`config.mk`:
```
export PLATFORM = sky130hd
export DESIGN_NAME = bus_tx_sequencer
export DESIGN_NICKNAME = d
export VERILOG_FILES = /design/src/rtl/bus_tx_sequencer_pkg.sv /design/src/rtl/bus_tx_sequencer_fifo.sv /design/src/rtl/bus_tx_sequencer.sv
export SDC_FILE = /design/constraint.sdc
export NUM_CORES = 1
export LEC_CHECK = 0
export BUFFER_PORTS_ARGS = -buffer_cell sky130_fd_sc_hd__buf_2
export CAP_MARGIN = 10
export CORE_MARGIN = 5
export CORE_UTILIZATION = 40
export DETAILED_ROUTE_END_ITERATION = 16
export PLACE_DENSITY = 0.61
export SLEW_MARGIN = 30
export SYNTH_ARGS = -nofsm -noshare
export SYNTH_HDL_FRONTEND = slang
export SYNTH_SLANG_ARGS = --single-unit
```
`constraint.sdc`:
```
create_clock -name clk -period 4.45 [get_ports clk]
set_input_delay 0.6675 -clock clk [delete_from_list [all_inputs] [get_ports clk]]
set_output_delay 0.6675 -clock clk [all_outputs]
set_load 0.01 [all_outputs]
```
`src/rtl/bus_tx_sequencer_pkg.sv`:
```
// Shared tag/state types for the Arduino byte-serialising path.
// Tag values match the core's shift-out encoding; 0 marks an illegal request.
package bus_tx_sequencer_pkg;

    typedef enum logic [1:0] {
        TAG_NONE = 2'd0,
        TAG_PC   = 2'd1,
        TAG_MDR  = 2'd2,
        TAG_MAR  = 2'd3
    } bus_tag_t;

    typedef enum logic [1:0] {
        ST_IDLE  = 2'd0,
        ST_BYTE0 = 2'd1,
        ST_BYTE1 = 2'd2
    } tx_state_t;

    localparam int REQ_W = 18;

    // Returns {mar, mdr, pc}
    function automatic logic [2:0] tag_onehot(input bus_tag_t t);
        logic [2:0] oh;
        oh = 3'b000;
        case (t)
            TAG_PC:  oh = 3'b001;
            TAG_MDR: oh = 3'b010;
            TAG_MAR: oh = 3'b100;
            default: oh = 3'b000;
        endcase
        return oh;
    endfunction

endpackage

```
`src/rtl/bus_tx_sequencer_fifo.sv`:
```
// Request queue: DEPTH x WIDTH sync FIFO, head visible combinationally on o_dat.
// Push while full is dropped; full reflects registered occupancy only.
module tx_req_fifo #(
    parameter int DEPTH = 2,
    parameter int WIDTH = 18
) (
    input  logic             clk,
    input  logic             rst,
    input  logic             push,
    input  logic             pop,
    input  logic [WIDTH-1:0] din,
    output logic [WIDTH-1:0] dout,
    output logic             full,
    output logic             empty
);
    localparam int AW = (DEPTH > 1) ? $clog2(DEPTH) : 1;
    localparam logic [AW:0] FULL_CNT = (AW+1)'(DEPTH);

    logic [WIDTH-1:0] r_mem [DEPTH];
    logic [AW-1:0]    r_wr_ptr;
    logic [AW-1:0]    r_rd_ptr;
    logic [AW:0]      r_count;
    logic             w_do_push;
    logic             w_do_pop;

    assign full      = (r_count == FULL_CNT);
    assign empty     = (r_count == '0);
    assign w_do_push = push && !full;
    assign w_do_pop  = pop && !empty;
    assign dout      = r_mem[r_rd_ptr];

    always_ff @(posedge clk) begin
        if (w_do_push) begin
            r_mem[r_wr_ptr] <= din;
        end
    end

    always_ff @(posedge clk) begin
        if (rst) begin
            r_wr_ptr <= '0;
            r_rd_ptr <= '0;
            r_count  <= '0;
        end else begin
            if (w_do_push) r_wr_ptr <= r_wr_ptr + AW'(1);
            if (w_do_pop)  r_rd_ptr <= r_rd_ptr + AW'(1);
            case ({w_do_push, w_do_pop})
                2'b10:   r_count <= r_count + (AW+1)'(1);
                2'b01:   r_count <= r_count - (AW+1)'(1);
                default: r_count <= r_count;
            endcase
        end
    end

endmodule

```
`src/rtl/bus_tx_sequencer.sv`:
```
// Serialises queued 16-bit tagged words as two handshaked bytes; >=1 cycle from queue to out_valid.
// Core is backpressured only by a full queue; a stalled Arduino trips the watchdog and the word is abandoned.
module bus_tx_sequencer
    import bus_tx_sequencer_pkg::*;
#(
    parameter int DEPTH     = 2,
    parameter int TIMEOUT   = 255,
    parameter int MSB_FIRST = 1
) (
    input  logic        clk,
    input  logic        rst,
    input  logic        req_valid,
    output logic        req_ready,
    input  logic [1:0]  req_tag,
    input  logic [15:0] req_data,
    input  logic        ard_receive_ready,
    output logic [7:0]  out_bus,
    output logic        out_valid,
    output logic        bus_pc,
    output logic        bus_mdr,
    output logic        bus_mar,
    output logic        busy,
    output logic        done,
    output logic        error
);
    localparam logic [7:0] WAIT_LIMIT = 8'(TIMEOUT - 1);

    logic [REQ_W-1:0] w_head;
    logic             w_full;
    logic             w_empty;
    logic             w_pop;
    bus_tag_t         w_head_tag;
    logic [15:0]      w_head_data;
    logic             w_head_legal;

    tx_state_t        r_state;
    tx_state_t        w_state_nxt;
    bus_tag_t         r_hold_tag;
    logic [15:0]      r_hold_data;
    logic [7:0]       r_wait;
    logic [7:0]       w_wait_nxt;
    logic [7:0]       r_out_bus;
    logic             r_out_valid;
    logic [2:0]       r_tag_oh;
    logic             r_done;
    logic             r_error;

    logic             w_load;
    logic             w_illegal;
    logic             w_timeout;
    logic             w_done_nxt;
    bus_tag_t         w_src_tag;
    logic [15:0]      w_src_data;
    logic [7:0]       w_byte_first;
    logic [7:0]       w_byte_second;
    logic [7:0]       w_out_bus_nxt;
    logic [2:0]       w_tag_oh_nxt;

    tx_req_fifo #(.DEPTH(DEPTH), .WIDTH(REQ_W)) u_fifo (
        .clk   (clk),
        .rst   (rst),
        .push  (req_valid),
        .pop   (w_pop),
        .din   ({req_tag, req_data}),
        .dout  (w_head),
        .full  (w_full),
        .empty (w_empty)
    );

    assign w_head_tag   = bus_tag_t'(w_head[17:16]);
    assign w_head_data  = w_head[15:0];
    assign w_head_legal = (w_head_tag != TAG_NONE);

    always_comb begin
        w_state_nxt = r_state;
        w_wait_nxt  = r_wait;
        w_pop       = 1'b0;
        w_load      = 1'b0;
        w_illegal   = 1'b0;
        w_timeout   = 1'b0;
        w_done_nxt  = 1'b0;
        case (r_state)
            ST_IDLE: begin
                if (!w_empty) begin
                    w_pop     = 1'b1;
                    w_illegal = !w_head_legal;
                    w_load    = w_head_legal;
                    if (w_head_legal) w_state_nxt = ST_BYTE0;
                end
                w_wait_nxt = '0;
            end
            ST_BYTE0, ST_BYTE1: begin
                if (ard_receive_ready) begin
                    w_wait_nxt = '0;
                    if (r_state == ST_BYTE0) begin
                        w_state_nxt = ST_BYTE1;
                    end else begin
                        w_done_nxt  = 1'b1;
                        w_state_nxt = ST_IDLE;
                        // Chain straight into the next word so bytes stay back-to-back
                        if (!w_empty) begin
                            w_pop     = 1'b1;
                            w_illegal = !w_head_legal;
                            w_load    = w_head_legal;
                            if (w_head_legal) w_state_nxt = ST_BYTE0;
                        end
                    end
                end else if (r_wait == WAIT_LIMIT) begin
                    w_timeout   = 1'b1;
                    w_state_nxt = ST_IDLE;
                    w_wait_nxt  = '0;
                end else begin
                    w_wait_nxt = r_wait + 8'd1;
                end
            end
            default: w_state_nxt = ST_IDLE;
        endcase

        w_src_data    = w_load ? w_head_data : r_hold_data;
        w_src_tag     = w_load ? w_head_tag  : r_hold_tag;
        w_byte_first  = (MSB_FIRST != 0) ? w_src_data[15:8] : w_src_data[7:0];
        w_byte_second = (MSB_FIRST != 0) ? w_src_data[7:0]  : w_src_data[15:8];
        case (w_state_nxt)
            ST_BYTE0: w_out_bus_nxt = w_byte_first;
            ST_BYTE1: w_out_bus_nxt = w_byte_second;
            default:  w_out_bus_nxt = 8'h00;
        endcase
        w_tag_oh_nxt = (w_state_nxt == ST_IDLE) ? 3'b000 : tag_onehot(w_src_tag);
    end

    always_ff @(posedge clk) begin
        if (rst) begin
            r_state     <= ST_IDLE;
            r_hold_tag  <= TAG_NONE;
            r_hold_data <= '0;
            r_wait      <= '0;
            r_out_bus   <= '0;
            r_out_valid <= 1'b0;
            r_tag_oh    <= '0;
            r_done      <= 1'b0;
            r_error     <= 1'b0;
        end else begin
            r_state     <= w_state_nxt;
            r_wait      <= w_wait_nxt;
            r_out_bus   <= w_out_bus_nxt;
            r_out_valid <= (w_state_nxt != ST_IDLE);
            r_tag_oh    <= w_tag_oh_nxt;
            r_done      <= w_done_nxt;
            r_error     <= r_error | w_timeout | w_illegal;
            if (w_load) begin
                r_hold_tag  <= w_head_tag;
                r_hold_data <= w_head_data;
            end
        end
    end

    assign req_ready = !w_full;
    assign out_bus   = r_out_bus;
    assign out_valid = r_out_valid;
    assign bus_pc    = r_tag_oh[0];
    assign bus_mdr   = r_tag_oh[1];
    assign bus_mar   = r_tag_oh[2];
    assign busy      = (r_state != ST_IDLE) || !w_empty;
    assign done      = r_done;
    assign error     = r_error;

endmodule

```
-- Word-level counts from Yosys, hierarchy flattened
Memory sizes are Yosys's and may differ from the RTL's. A register that Yosys moved wholly into a read port is not among the register bits.
Index checks and enable logic that the tools add are counted.
- $add $sub $neg: 5
- equality and inequality tests: 11
- muxes and demuxes: 36
- bitwise logic cells: 4
- reduce and logical (&&, ||, !) cells: 17
- operators by type and width (cell ; number):
    case mux 8 bit (2 select lines) ; 2
    two-way mux 1 bit ; 19
    two-way mux 16 bit ; 1
    two-way mux 8 bit ; 2
    == test 2 bit, second input constant ; 6
    two-way mux 2 bit ; 6
    nonzero test 2 bit ; 5
    case mux 3 bit (3 select lines) ; 1
    adder 8 x 1 -> 8 bit, second input constant ; 1
    == test 2 x 1 -> 1 bit, second input constant ; 4
    == test 8 bit, second input constant ; 1
    case mux 2 bit (2 select lines) ; 2
    logical NOT 2 bit ; 3
    case mux 1 bit (2 select lines) ; 3
    OR reduction 2 bit ; 2
    logical NOT 1 bit ; 3
    OR reduction 3 bit ; 1
    adder 1 bit, second input constant ; 2
    adder 2 x 1 -> 2 bit, second input constant ; 1
    logical AND 1 bit ; 2
    NOT 1 bit ; 2
    bitwise OR 1 bit ; 2
    subtractor 2 x 1 -> 2 bit, second input constant ; 1
    logical OR 1 bit ; 1
- flip-flop bits (word level): 46
- RAM bits: 36
- output and inout port bits: 16
- logic and storage cells: 86
- memories kept: 1
- memory list (name ; words ; width ; read ports ; clocked after memory_dff ; wr ports ; RTL line ; RTL):
    u_fifo.r_mem ; 2 ; 18 ; 1 ; 1 ; 1 ; bus_tx_sequencer_fifo.sv:19 ; logic [WIDTH-1:0] r_mem [DEPTH];

-- Depth between registers and ports, before layout
- depth in word-level cells: 8
- depth in mapped cells: 13

-- Hierarchy
A second synthesis with hierarchy kept.
- cells, all modules: 247
- area, all modules: 3196.8 um^2
- modules (own cells, without submodules) (module ; times used ; cells an instance ; area each (um^2) ; sequential area each (um^2)):
    bus_tx_sequencer ; 1 ; 165 ; 1679.1 ; 840.8
    tx_req_fifo ; 1 ; 82 ; 1517.7 ; 1181.1

-- Least setup slack after synthesis
No wires, ideal clock.
- kind: in2reg
- start point: in ard_receive_ready
- end point: reg r_out_bus[6] (netlist: out_bus[6])
- library setup time: 0.083 ns
- arrival time: 2.435 ns
- setup slack: 1.932 ns
- cell stages on the path: 11
- cell sequence: nand2b_1 a41oi_1 o21ai_0 o21ai_1 nand2b_1 ha_1 and3b_1 clkbuf_1 clkbuf_1 nand2_1 o221ai_1
- cells in the longest elaborated chain, start to end: 4
- RTL lines (element ; RTL line ; RTL):
    from (decl) ; bus_tx_sequencer.sv:16 ; input logic ard_receive_ready,
    two-way mux 2 bit / two-way mux 1 bit (equally long branches) ; bus_tx_sequencer.sv:93 ; if (ard_receive_ready) begin
    case mux 2 bit (2 select lines) / case mux 1 bit (2 select lines) (equally long branches) ; bus_tx_sequencer.sv:82 ; case (r_state)
    == test 2 bit, or another cell as far along ; bus_tx_sequencer.sv:123 ; case (w_state_nxt)
    case mux 8 bit (2 select lines) (*) ; bus_tx_sequencer.sv:123 ;
    to (signal assigned) ; bus_tx_sequencer.sv:145 ; r_out_bus <= w_out_bus_nxt;
    to (decl) ; bus_tx_sequencer.sv:42 ; logic [7:0] r_out_bus;
Every way passes the cells marked *; elsewhere a longest branch is shown, timed or not.
A chain may end at the register's enable or synchronous reset.

==> out/results.ini <==
[place]
portBuffers=37
gp_congestion=0.769
dp.final_hpwl_um=4100

[drt]
vias=2084
drt-wirelength-per-cell_um=14.0
dr.pass1.iters=4
wl_met3_um=294
via_per_inst=4.85
dr_wl_met2_um=3020
routed_wl_um=6010
drc=0
ant_nets=0
wl_met1_um=2600
drt_iter0_markers=78
dr.max_layer_used=met4

[timing]
final_max_slew_viol_count=0
finalHoldViolations=0
finalCriticalPeriod_ns=2.77
timing.final.crit_share_pct=62.2
setup-tns-final_ns=0
worst_pin_slew_ns=0.893
slew_headroom_pct=40.4
rsz0062_at_grt=false
fmax_ghz=0.361
clock_skew_ns=0.00820
finalSetupViolations=0

[clock_network]
clk_pin_slew_ns=0.08
worstSkewPairLatency_ns=0.35
cts_num_sinks=83
cts-resized-gates=0
htreeDepth=3
clockRootBuffer=clkbuf_8
hold_buffers=0
cts_tree=built
clockBufferDepth=2
cts_made_buffers=9
cts_setup_buffers=0

[floorplan]
rows=33
design.die.area_um2=10500
die_y_um=102
io_pins=38
die_x_um=102
initial_core_util_pct=41.3
core_um2=8260

[worst_setup_path]
worstPathArrival_ns=3.04
required_ns=4.72
startpoint_type=register
end_kind=register
critPathKind=reg -> reg
reg2regPathDepth=11
rrSetupSlack_ns=1.68
r2r_end=out_bus[1]$_SDFF_PP0_
cp_max_fo=20

[yosys]
async_flop_share_pct=0
ys_seq_area_share_pct=59.3
synth.most_common_cell=dfxtp_1
postSynthCellCount=283
yosysWarnings=0
synth_nets=314
synth-seq-cells=83
ys_types=48
post-synth-top-area-fraction_pct=31.7
avgSynthCellArea_um2=12.0
synth_common_cells=dfxtp_1, nor2_1, edfxtp_1
synthFlopType=dfxtp_1
synth_top_cell_by_area=edfxtp_1
synth-edff-count=36
syn-cell-area_um2=3410
synthTopCellsByArea=edfxtp_1, dfxtp_1, mux2i_1

[cells_and_area]
antennaDiodeCount=0
area_growth_pct=12.6
finalNetCount=351
final_util_pct=46.5
layout-drive-gt1-share_pct=24.6
fillers=785

[worst_hold_path]
holdPathStages=2
hold_start=r_hold_tag[1]$_SDFF_PP0_
min_to=r_hold_tag[1]$_SDFF_PP0_
hp-class=reg -> reg

[global_route]
grt_max_degree=34
overflow=0
antenna_found_initial=0
grt_pass1_vias=2070
gr-usage-all-layers_pct=12.4
grt_first_pass_wirelength_um=9890

[outcome]
status=finished clean

[run]
max-cap-violations=0

[pwr]
ir_worst_vdd_mv=0.323
power_density_nw_per_um2=615
power.leakage_uw=0.00143

-- report_power, final --
part	leakage [uW]	internal (uW)	switching, uW
registers	0.000720	968	74.3
clock network	0.0000943	260	268
logic	0.000612	315	476
total	0.00143	1540	818
-- worst max-delay path, cell delays in order (launching register included) --
cell,delay (ns)
dfxtp_1,0.30
buf_4,0.22
nor3_1,0.19
a21oi_1,0.06
buf_4,0.19
o21ai_0,0.11
a32oi_1,0.18
or2_2,0.32
ha_1,0.29
and3b_1,0.51
nand2_1,0.14
o221ai_2,0.17
-- worst max-delay path by stage --
stage                      start                     to
4_1_cts                 register  out_bus[2]$_SDFF_PP0_
3_3_place_gp   ard_receive_ready  out_bus[1]$_SDFF_PP0_
3_5_place_dp   ard_receive_ready  out_bus[2]$_SDFF_PP0_
5_1_grt                 register  out_bus[7]$_SDFF_PP0_
2_1_floorplan  ard_receive_ready  out_bus[6]$_SDFF_PP0_
6_report                register  out_bus[1]$_SDFF_PP0_
-- kinds of logic (layout without fill, tap and decap cells) --
family	Yosys count	in the layout	share of synthesized area, %
flops	83	83	59.3
compound gates	36	36	9.28
xor+xnor	11	11	2.83
simple gates	100	100	14.1
fa+ha+maj	9	9	3.30
buf+inv	19	61	3.56
mux	25	25	7.67
-- stage by stage --
stage / worst slack (ns) / hold WS, ns / cell area [um2] / power, uW / cells
detailed placement: 1.67 / 0.473 / 3650 / 1860 / 414
CTS: 1.65 / 0.480 / 3840 / 2390 / 430
finish: 1.68 / 0.483 / 3840 / 2360 / 430
global placement: 1.72 / 0.460 / 3650 / 1850 / 414
floorplan: 1.93 / 0.450 / 3410 / 1730 / 283
global route: 1.44 / 0.466 / 3840 / 2520 / 430
-- sequential cells by signal, indices dropped and copies added, names as in the netlist, named ones only --
name / cells
out_bus: 8
done: 1
u_fifo.r_rd_ptr: 1
u_fifo.r_mem: 36
error: 1
out_valid: 1
r_hold_tag: 2
u_fifo.r_wr_ptr: 1
u_fifo.r_count: 2
r_state: 2
r_tag_oh: 3
r_wait: 8
r_hold_data: 16
-- cells in the final DEF, fill, tap and decap left out, types with 5 or more instances in the layout --
cell and n:
nor2_1 39, o21ai_0 9, nand3_1 18, dfxtp_1 47, nand2_1 17, buf_2 37
mux2_2 8, mux2i_1 16, xor2_1 6, a21oi_1 5, ha_1 9, clkbuf_8 9
edfxtp_1 36, xnor2_1 5
-- layer usage --
metal,vias to the layer above,GRT usage [%]
met5,-,0
met4,0,4.64
met3,10,4.91
met2,34,21.3
met1,962,14.0
li1,1078,-
-- final cells by class --
class                   instances  area (um2)  share of cell area, %
inverters                       5        18.8                  0.489
clock inverters                 6        63.8                   1.66
multi-input cells             181        1270                   33.0
well taps                     105         131                   3.42
clock buffers                  10         128                   3.33
repair buffers                 40         208                   5.41
flip-flops and latches         83        2020                   52.7
Power figures use the tool's default switching activity.
